## src/rtl/if_pkg.sv

```systemverilog
// if_pkg: shared widths, reset defaults and the fetch-buffer entry type.
package if_pkg;
  localparam int XLEN = 32;
  localparam logic [XLEN-1:0] RESET_PC = 32'h0000_0000;
  localparam int DEPTH = 2;
  localparam int ILEN_BYTES = 4;
  typedef struct packed {
    logic [XLEN-1:0] pc;
    logic [XLEN-1:0] instr;
  } fetch_entry_t;
  function automatic logic [XLEN-1:0] next_pc(input logic [XLEN-1:0] pc);
    return pc + XLEN'(ILEN_BYTES);
  endfunction
endpackage

```

## src/rtl/if_fetch_unit_if.sv

```systemverilog
// if_fetch_unit_if: imem request/response, EX redirect and ID handoff signals.
interface if_fetch_unit_if #(parameter int XLEN = if_pkg::XLEN);
  logic            imem_req_valid;
  logic            imem_req_ready;
  logic [XLEN-1:0] imem_req_addr;
  logic            imem_rsp_valid;
  logic [XLEN-1:0] imem_rsp_data;
  logic            redirect_valid;
  logic [XLEN-1:0] redirect_pc;
  logic            if_valid;
  logic            if_ready;
  logic [XLEN-1:0] if_pc;
  logic [XLEN-1:0] if_pc_plus4;
  logic [XLEN-1:0] if_instr;
  modport master (
    output imem_req_valid, imem_req_addr, if_valid, if_pc, if_pc_plus4, if_instr,
    input  imem_req_ready, imem_rsp_valid, imem_rsp_data, redirect_valid, redirect_pc, if_ready
  );
  modport slave (
    input  imem_req_valid, imem_req_addr, if_valid, if_pc, if_pc_plus4, if_instr,
    output imem_req_ready, imem_rsp_valid, imem_rsp_data, redirect_valid, redirect_pc, if_ready
  );
endinterface

```

## src/rtl/if_fetch_fifo.sv

```systemverilog
// if_fetch_fifo: synchronous FIFO with flush; push is accepted when full only alongside a pop.
module if_fetch_fifo #(
  parameter int WIDTH = 32,
  parameter int DEPTH = 2
) (
  input  logic                   clk,
  input  logic                   rst_n,
  input  logic                   flush,
  input  logic                   push,
  input  logic [WIDTH-1:0]       din,
  input  logic                   pop,
  output logic [WIDTH-1:0]       dout,
  output logic [$clog2(DEPTH):0] count,
  output logic                   full,
  output logic                   empty
);
  localparam int AW = $clog2(DEPTH);
  localparam int CW = AW + 1;
  logic [WIDTH-1:0] mem [DEPTH];
  logic [AW-1:0] rd_q, wr_q;
  logic do_push, do_pop;
  assign empty = count == '0;
  assign full = count == CW'(DEPTH);
  assign do_pop = pop & ~empty;
  assign do_push = push & (~full | do_pop);
  assign dout = mem[rd_q];
  always_ff @(posedge clk)
    if (do_push) mem[wr_q] <= din;
  always_ff @(posedge clk) begin
    if (!rst_n || flush) begin
      rd_q <= '0;
      wr_q <= '0;
      count <= '0;
    end else begin
      if (do_push) wr_q <= wr_q + 1'b1;
      if (do_pop) rd_q <= rd_q + 1'b1;
      count <= count + CW'(do_push) - CW'(do_pop);
    end
  end
endmodule

```

## src/rtl/if_fetch_unit.sv

```systemverilog
// if_fetch_unit: owns the PC, issues in-order imem fetches and buffers {pc, instr} for ID.
module if_fetch_unit #(
  parameter int XLEN = if_pkg::XLEN,
  parameter logic [XLEN-1:0] RESET_PC = if_pkg::RESET_PC,
  parameter int DEPTH = if_pkg::DEPTH
) (
  input logic            clk,
  input logic            rst_n,
  if_fetch_unit_if.master bus
);
  import if_pkg::*;
  localparam int CW = $clog2(DEPTH) + 1;
  logic [XLEN-1:0] pc_q, tag_pc;
  logic [CW-1:0] tag_count, buf_count, drop_q;
  logic tag_full, tag_empty, buf_full, buf_empty;
  logic rsp, drop_hit, accept, unused_ok;
  fetch_entry_t head, rsp_entry;
  // Tag FIFO occupancy is exactly the number of requests still awaiting a response.
  assign rsp = bus.imem_rsp_valid & ~tag_empty;
  assign drop_hit = rsp & (drop_q != '0);
  assign bus.imem_req_valid = rst_n & ~bus.redirect_valid & (int'(tag_count) + int'(buf_count) < DEPTH);
  assign bus.imem_req_addr = pc_q;
  assign accept = bus.imem_req_valid & bus.imem_req_ready;
  assign rsp_entry = '{pc: tag_pc, instr: bus.imem_rsp_data};
  assign bus.if_valid = rst_n & ~buf_empty;
  assign bus.if_pc = rst_n ? head.pc : '0;
  assign bus.if_pc_plus4 = rst_n ? next_pc(head.pc) : '0;
  assign bus.if_instr = rst_n ? head.instr : '0;
  assign unused_ok = &{1'b0, tag_full, buf_full};
  always_ff @(posedge clk) begin
    if (!rst_n) begin
      pc_q <= RESET_PC;
      drop_q <= '0;
    end else if (bus.redirect_valid) begin
      pc_q <= {bus.redirect_pc[XLEN-1:2], 2'b00};
      drop_q <= tag_count - CW'(rsp);
    end else begin
      if (accept) pc_q <= next_pc(pc_q);
      if (drop_hit) drop_q <= drop_q - 1'b1;
    end
  end
  if_fetch_fifo #(.WIDTH(XLEN), .DEPTH(DEPTH)) u_tag (
    .clk(clk), .rst_n(rst_n), .flush(1'b0),
    .push(accept), .din(pc_q), .pop(rsp), .dout(tag_pc),
    .count(tag_count), .full(tag_full), .empty(tag_empty)
  );
  // Redirect flush takes priority over a same-cycle push or pop inside the FIFO.
  if_fetch_fifo #(.WIDTH($bits(fetch_entry_t)), .DEPTH(DEPTH)) u_buf (
    .clk(clk), .rst_n(rst_n), .flush(bus.redirect_valid),
    .push(rsp & ~drop_hit), .din(rsp_entry), .pop(bus.if_valid & bus.if_ready), .dout(head),
    .count(buf_count), .full(buf_full), .empty(buf_empty)
  );
endmodule
```

## src/flat_wrapper.sv

```systemverilog
// flat-port wrapper written by rule: the top's interface ports become plain ports
module if_fetch_unit_flat import if_pkg::*;
#(
  parameter int XLEN = if_pkg::XLEN,
  parameter logic [XLEN-1:0] RESET_PC = if_pkg::RESET_PC,
  parameter int DEPTH = if_pkg::DEPTH
)
  (clk, rst_n, bus_imem_req_valid, bus_imem_req_addr, bus_if_valid, bus_if_pc, bus_if_pc_plus4, bus_if_instr, bus_imem_req_ready, bus_imem_rsp_valid, bus_imem_rsp_data, bus_redirect_valid, bus_redirect_pc, bus_if_ready);
  if_fetch_unit_if #(.XLEN(XLEN)) bus_i ();
  input logic clk;
  input logic rst_n;
  output wire logic [$bits(bus_i.imem_req_valid)-1:0] bus_imem_req_valid;
  output wire logic [$bits(bus_i.imem_req_addr)-1:0] bus_imem_req_addr;
  output wire logic [$bits(bus_i.if_valid)-1:0] bus_if_valid;
  output wire logic [$bits(bus_i.if_pc)-1:0] bus_if_pc;
  output wire logic [$bits(bus_i.if_pc_plus4)-1:0] bus_if_pc_plus4;
  output wire logic [$bits(bus_i.if_instr)-1:0] bus_if_instr;
  input wire logic [$bits(bus_i.imem_req_ready)-1:0] bus_imem_req_ready;
  input wire logic [$bits(bus_i.imem_rsp_valid)-1:0] bus_imem_rsp_valid;
  input wire logic [$bits(bus_i.imem_rsp_data)-1:0] bus_imem_rsp_data;
  input wire logic [$bits(bus_i.redirect_valid)-1:0] bus_redirect_valid;
  input wire logic [$bits(bus_i.redirect_pc)-1:0] bus_redirect_pc;
  input wire logic [$bits(bus_i.if_ready)-1:0] bus_if_ready;
  assign bus_imem_req_valid = bus_i.imem_req_valid;
  assign bus_imem_req_addr = bus_i.imem_req_addr;
  assign bus_if_valid = bus_i.if_valid;
  assign bus_if_pc = bus_i.if_pc;
  assign bus_if_pc_plus4 = bus_i.if_pc_plus4;
  assign bus_if_instr = bus_i.if_instr;
  assign bus_i.imem_req_ready = bus_imem_req_ready;
  assign bus_i.imem_rsp_valid = bus_imem_rsp_valid;
  assign bus_i.imem_rsp_data = bus_imem_rsp_data;
  assign bus_i.redirect_valid = bus_redirect_valid;
  assign bus_i.redirect_pc = bus_redirect_pc;
  assign bus_i.if_ready = bus_if_ready;
  if_fetch_unit #(.XLEN(XLEN), .RESET_PC(RESET_PC), .DEPTH(DEPTH)) u_core (.clk(clk), .rst_n(rst_n), .bus(bus_i));
endmodule
```

## config.mk

```make
export PLATFORM = sky130hd
export DESIGN_NAME = if_fetch_unit_flat
export DESIGN_NICKNAME = d
export VERILOG_FILES = /design/src/rtl/if_pkg.sv /design/src/rtl/if_fetch_unit_if.sv /design/src/rtl/if_fetch_fifo.sv /design/src/rtl/if_fetch_unit.sv /design/src/flat_wrapper.sv
export SDC_FILE = /design/constraint.sdc
export NUM_CORES = 1
export LEC_CHECK = 0
export CAP_MARGIN = 20
export CORE_MARGIN = 2
export CORE_UTILIZATION = 52
export DETAILED_ROUTE_END_ITERATION = 8
export PLACE_DENSITY = 0.87
export SLEW_MARGIN = 20
export SYNTH_ARGS = -nofsm -noshare
export SYNTH_HDL_FRONTEND = slang
export SYNTH_SLANG_ARGS = --single-unit
export TNS_END_PERCENT = 20
```

## constraint.sdc

```tcl
create_clock -name clk -period 5.8 [get_ports clk]
set_input_delay 1.16 -clock clk [delete_from_list [all_inputs] [get_ports clk]]
set_output_delay 1.16 -clock clk [all_outputs]
set_load 0.005 [all_outputs]
```

==> results.py <==
metrics = {
    "pwr": {
        "switchingPower_uw": 1040,
        "total_power_uw": 4250,
        "power_leakage_uw": 0.00423,
        "power_density_nw_per_um2": 325,
        "vdd_ir_drop_max_mv": 0.209,
        "power.internal_uw": 3200,
        "share_seq_of_total_power_pct": 47.4,
        "power.share.switching_pct": 24.6,
        "pwr-share-clk_pct": 34.9,
        "share_of_power_burned_in_combinational_logic_pct": 17.7,
    },
    "worst_setup_path": {
        "path_class": "reg -> out",
        "worst_setup_path_end_kind": "output pin",
        "worstPathArrival_ps": 3790,
        "timing.critical_path.fanout_max": 61,
        "crit_required_ps": 4640,
        "start_kind": "flop",
        "critical_path.reg2reg.startpoint": "u_core.u_tag.count[0]",
        "timing.reg2reg.worst_path_depth": 11,
    },
    "yosys": {
        "synthesized_area_sq_um": 10100,
        "synth-edff-count": 184,
        "synth.yosys.warnings": 0,
        "synth.yosys.seq_area_share_pct": 62.8,
        "yosysMostFrequentCell": "sky130_fd_sc_hd__edfxtp_1",
        "leading_cell_types_by_count_after_synthesis": "sky130_fd_sc_hd__edfxtp_1, sky130_fd_sc_hd__nor2_1, sky130_fd_sc_hd__mux2i_1, sky130_fd_sc_hd__nand2_1, sky130_fd_sc_hd__dfxtp_1",
        "synth_ff_type": "sky130_fd_sc_hd__edfxtp_1",
        "syn_inst": 808,
        "synth.ff_latch_count": 226,
        "postSynth.asyncResetShare_pct": 0,
        "netlist_top_cells_area": "sky130_fd_sc_hd__edfxtp_1, sky130_fd_sc_hd__dfxtp_1, sky130_fd_sc_hd__mux2i_1, sky130_fd_sc_hd__mux2_2, sky130_fd_sc_hd__nor2_1",
        "post_synth.cell_area_avg_sq_um": 12.6,
        "synth_largest_area_cell": "sky130_fd_sc_hd__edfxtp_1",
        "synth_top_area_share_pct": 54.5,
        "yosys.cell_types.count": 64,
    },
    "min_path": {
        "worstHoldPathType": "reg -> reg",
        "hold_start": "u_core.u_buf.rd_q",
        "whs_path_depth": 2,
    },
    "drt": {
        "drt-initial-drc-count": 516,
        "drt_pre_antenna_iters": 5,
        "drc": 0,
        "vias_per_cell": 5.64,
        "via_count": 7199,
        "ant_nets": 0,
        "drt-total-wl_mm": 23.8,
        "wl_per_cell_um": 18.6,
    },
    "clocking": {
        "postCtsResizedCells": 0,
        "numClockSinks": 226,
        "clkSlewWorstSetupHoldPaths_ps": 60,
        "cts_hold_buf": 0,
        "post-cts-setup-buffer-count": 0,
        "h-tree-depth": 1,
        "skew_pair_late_insertion_delay_ps": 510,
        "cts_tree": "done",
        "cts.path.max_buffers": 3,
        "cts_buffers": 23,
        "ctsRootBufferMaster": "sky130_fd_sc_hd__clkbuf_16",
    },
    "die": {
        "floorplan.die.height_um": 144,
        "die_w_um": 144,
        "number_of_placement_rows": 51,
        "fp.dieArea_sq_um": 20600,
        "initial_utilization_pct": 52.6,
        "design.portCount": 200,
        "core-area_sq_um": 19300,
    },
    "sta": {
        "worst_pin_slew_ps": 892,
        "achievable-frequency_ghz": 0.202,
        "setup_viol_count_final": 0,
        "period_share_pct": 85.3,
        "setup-tns-final_ps": 0,
        "finClkSkew_ps": 15.3,
        "maxSlewHeadroom_pct": 40.0,
        "slew_violations": 0,
        "rsz0062_at_grt": "false",
        "timing_hold_violations_final": 0,
        "finalCriticalPeriod_ps": 4950,
    },
    "placement": {
        "place_hpwl_mm": 16.4,
        "finalWeightedCongestion": 0.842,
        "port_buffers": 191,
        "placement_stage_cell_area_sq_um": 12300,
    },
    "final_layout": {
        "antennaDiodeCount": 0,
        "finish.utilization_pct": 67.8,
        "numnets_final": 1074,
        "syn_to_final_growth_pct": 28.8,
        "stdcell_area_sq_um": 13100,
        "n_fill_cell": 1393,
        "proportion_of_layout_cells_with_a_drive_suffix_above_1_pct": 9.88,
    },
    "grt": {
        "global_routing_usage_summed_across_all_routing_layers_pct": 22.4,
        "wire_length_of_the_first_global_routing_pass_mm": 36.5,
        "grt_pass1_vias": 6935,
        "maximum_number_of_pins_on_one_net_before_global_route_repair": 63,
        "grt_ovf": 0,
        "grt_antenna_before_repair": 0,
    },
    "job": {
        "max_cap_violations": 0,
    },
    "outcome": {
        "status": "completed",
    },
}
## power by group through the flow
| stage | clock network, uW | registers, uW | logic, uW |
|---|---|---|---|
| 6_report | 1480 | 2010 | 752 |
| 5_1_grt | 1560 | 2030 | 822 |
| 4_1_cts | 1510 | 2010 | 758 |
| 3_5_place_dp | 0 | 2040 | 751 |
| 3_3_place_gp | 0 | 2030 | 730 |
| 2_1_floorplan | 0 | 2030 | 420 |
## final cells by class
| class | instances | area (sq um) | share of cell area (%) |
|---|---|---|---|
| flip-flops and latches | 226 | 6370 | 48.8 |
| well taps | 265 | 332 | 2.54 |
| clock buffers | 25 | 583 | 4.46 |
| inverters | 12 | 46.3 | 0.354 |
| multi-input cells | 530 | 3560 | 27.2 |
| clock inverters | 15 | 166 | 1.27 |
| repair buffers | 204 | 2010 | 15.4 |
## through the flow
step | hold WS [ps] | worst slack (ps) | std cells
5_1_grt | 554 | 588 | 1277
2_1_floorplan | 471 | 1020 | 813
3_5_place_dp | 503 | 1210 | 1237
4_1_cts | 528 | 780 | 1277
3_3_place_gp | 494 | 1260 | 1237
6_report | 528 | 854 | 1277
## final timing paths
| check | to | slack, ps |
|---|---|---|
| worst max register to register | u_core.u_tag.count[1] | 2420 |
| worst max-delay path | bus_if_pc_plus4[26] | 850 |
| worst min-delay path | u_core.u_buf.rd_q | 530 |
| worst min register to register | u_core.u_buf.rd_q | 530 |
## cell usage in the layout (no fill, tap or decap), types with 4 or more instances in the layout
cell type / n
sky130_fd_sc_hd__a21oi_1: 27
sky130_fd_sc_hd__a22oi_1: 5
sky130_fd_sc_hd__a31oi_1: 12
sky130_fd_sc_hd__and2_1: 11
sky130_fd_sc_hd__buf_4: 13
sky130_fd_sc_hd__bufinv_16: 4
sky130_fd_sc_hd__clkbuf_16: 23
sky130_fd_sc_hd__clkdlybuf4s50_1: 191
sky130_fd_sc_hd__clkinv_1: 8
sky130_fd_sc_hd__clkinv_2: 5
sky130_fd_sc_hd__conb_1: 6
sky130_fd_sc_hd__dfxtp_1: 41
sky130_fd_sc_hd__edfxtp_1: 184
sky130_fd_sc_hd__ha_1: 6
sky130_fd_sc_hd__inv_1: 9
sky130_fd_sc_hd__mux2_2: 40
sky130_fd_sc_hd__mux2i_1: 61
sky130_fd_sc_hd__nand2_1: 56
sky130_fd_sc_hd__nand3_1: 21
sky130_fd_sc_hd__nand3b_1: 7
sky130_fd_sc_hd__nand4_1: 30
sky130_fd_sc_hd__nand4b_1: 8
sky130_fd_sc_hd__nor2_1: 107
sky130_fd_sc_hd__nor3_1: 15
sky130_fd_sc_hd__nor4_1: 4
sky130_fd_sc_hd__o21a_1: 6
sky130_fd_sc_hd__o21ai_0: 16
sky130_fd_sc_hd__o31ai_1: 4
sky130_fd_sc_hd__xnor2_1: 24
sky130_fd_sc_hd__xor2_1: 7
## registers in the layout (all words and copies together) (netlist names), named ones only
name,cells
u_core.u_tag.rd_q,1
u_core.u_buf.mem,124
u_core.drop_q,2
u_core.u_tag.count,2
u_core.u_buf.count,2
u_core.bus.imem_req_addr,30
u_core.u_buf.rd_q,1
u_core.u_buf.wr_q,1
u_core.u_tag.wr_q,1
u_core.u_tag.mem,60
## worst max-delay path: stages (launching register included)
cell	delay (ps)
sky130_fd_sc_hd__dfxtp_4	820
sky130_fd_sc_hd__mux2_2	300
sky130_fd_sc_hd__ha_1	150
sky130_fd_sc_hd__inv_1	80
sky130_fd_sc_hd__nor4_2	530
sky130_fd_sc_hd__nand4_1	350
sky130_fd_sc_hd__nor3_1	240
sky130_fd_sc_hd__mux2_2	350
sky130_fd_sc_hd__clkdlybuf4s50_1	450
## routing by layer
| metal | track usage, % | up-vias | routed length, um |
|---|---|---|---|
| met4 | 6.14 | 0 | 428 |
| li1 | - | 3392 | - |
| met2 | 37.1 | 359 | 11300 |
| met3 | 4.73 | 41 | 2320 |
| met1 | 30.1 | 3407 | 9790 |
| met5 | 0 | - | 0 |
## kinds of logic after synthesis
kind of cell	synth area share [%]
buf+inv	2.53
mux	10.9
simple gates	13.6
compound gates	6.51
flops	62.8
xor+xnor	2.68
fa+ha+maj	0.937
other cells	0.0370
(Power assumes the default switching activity.)
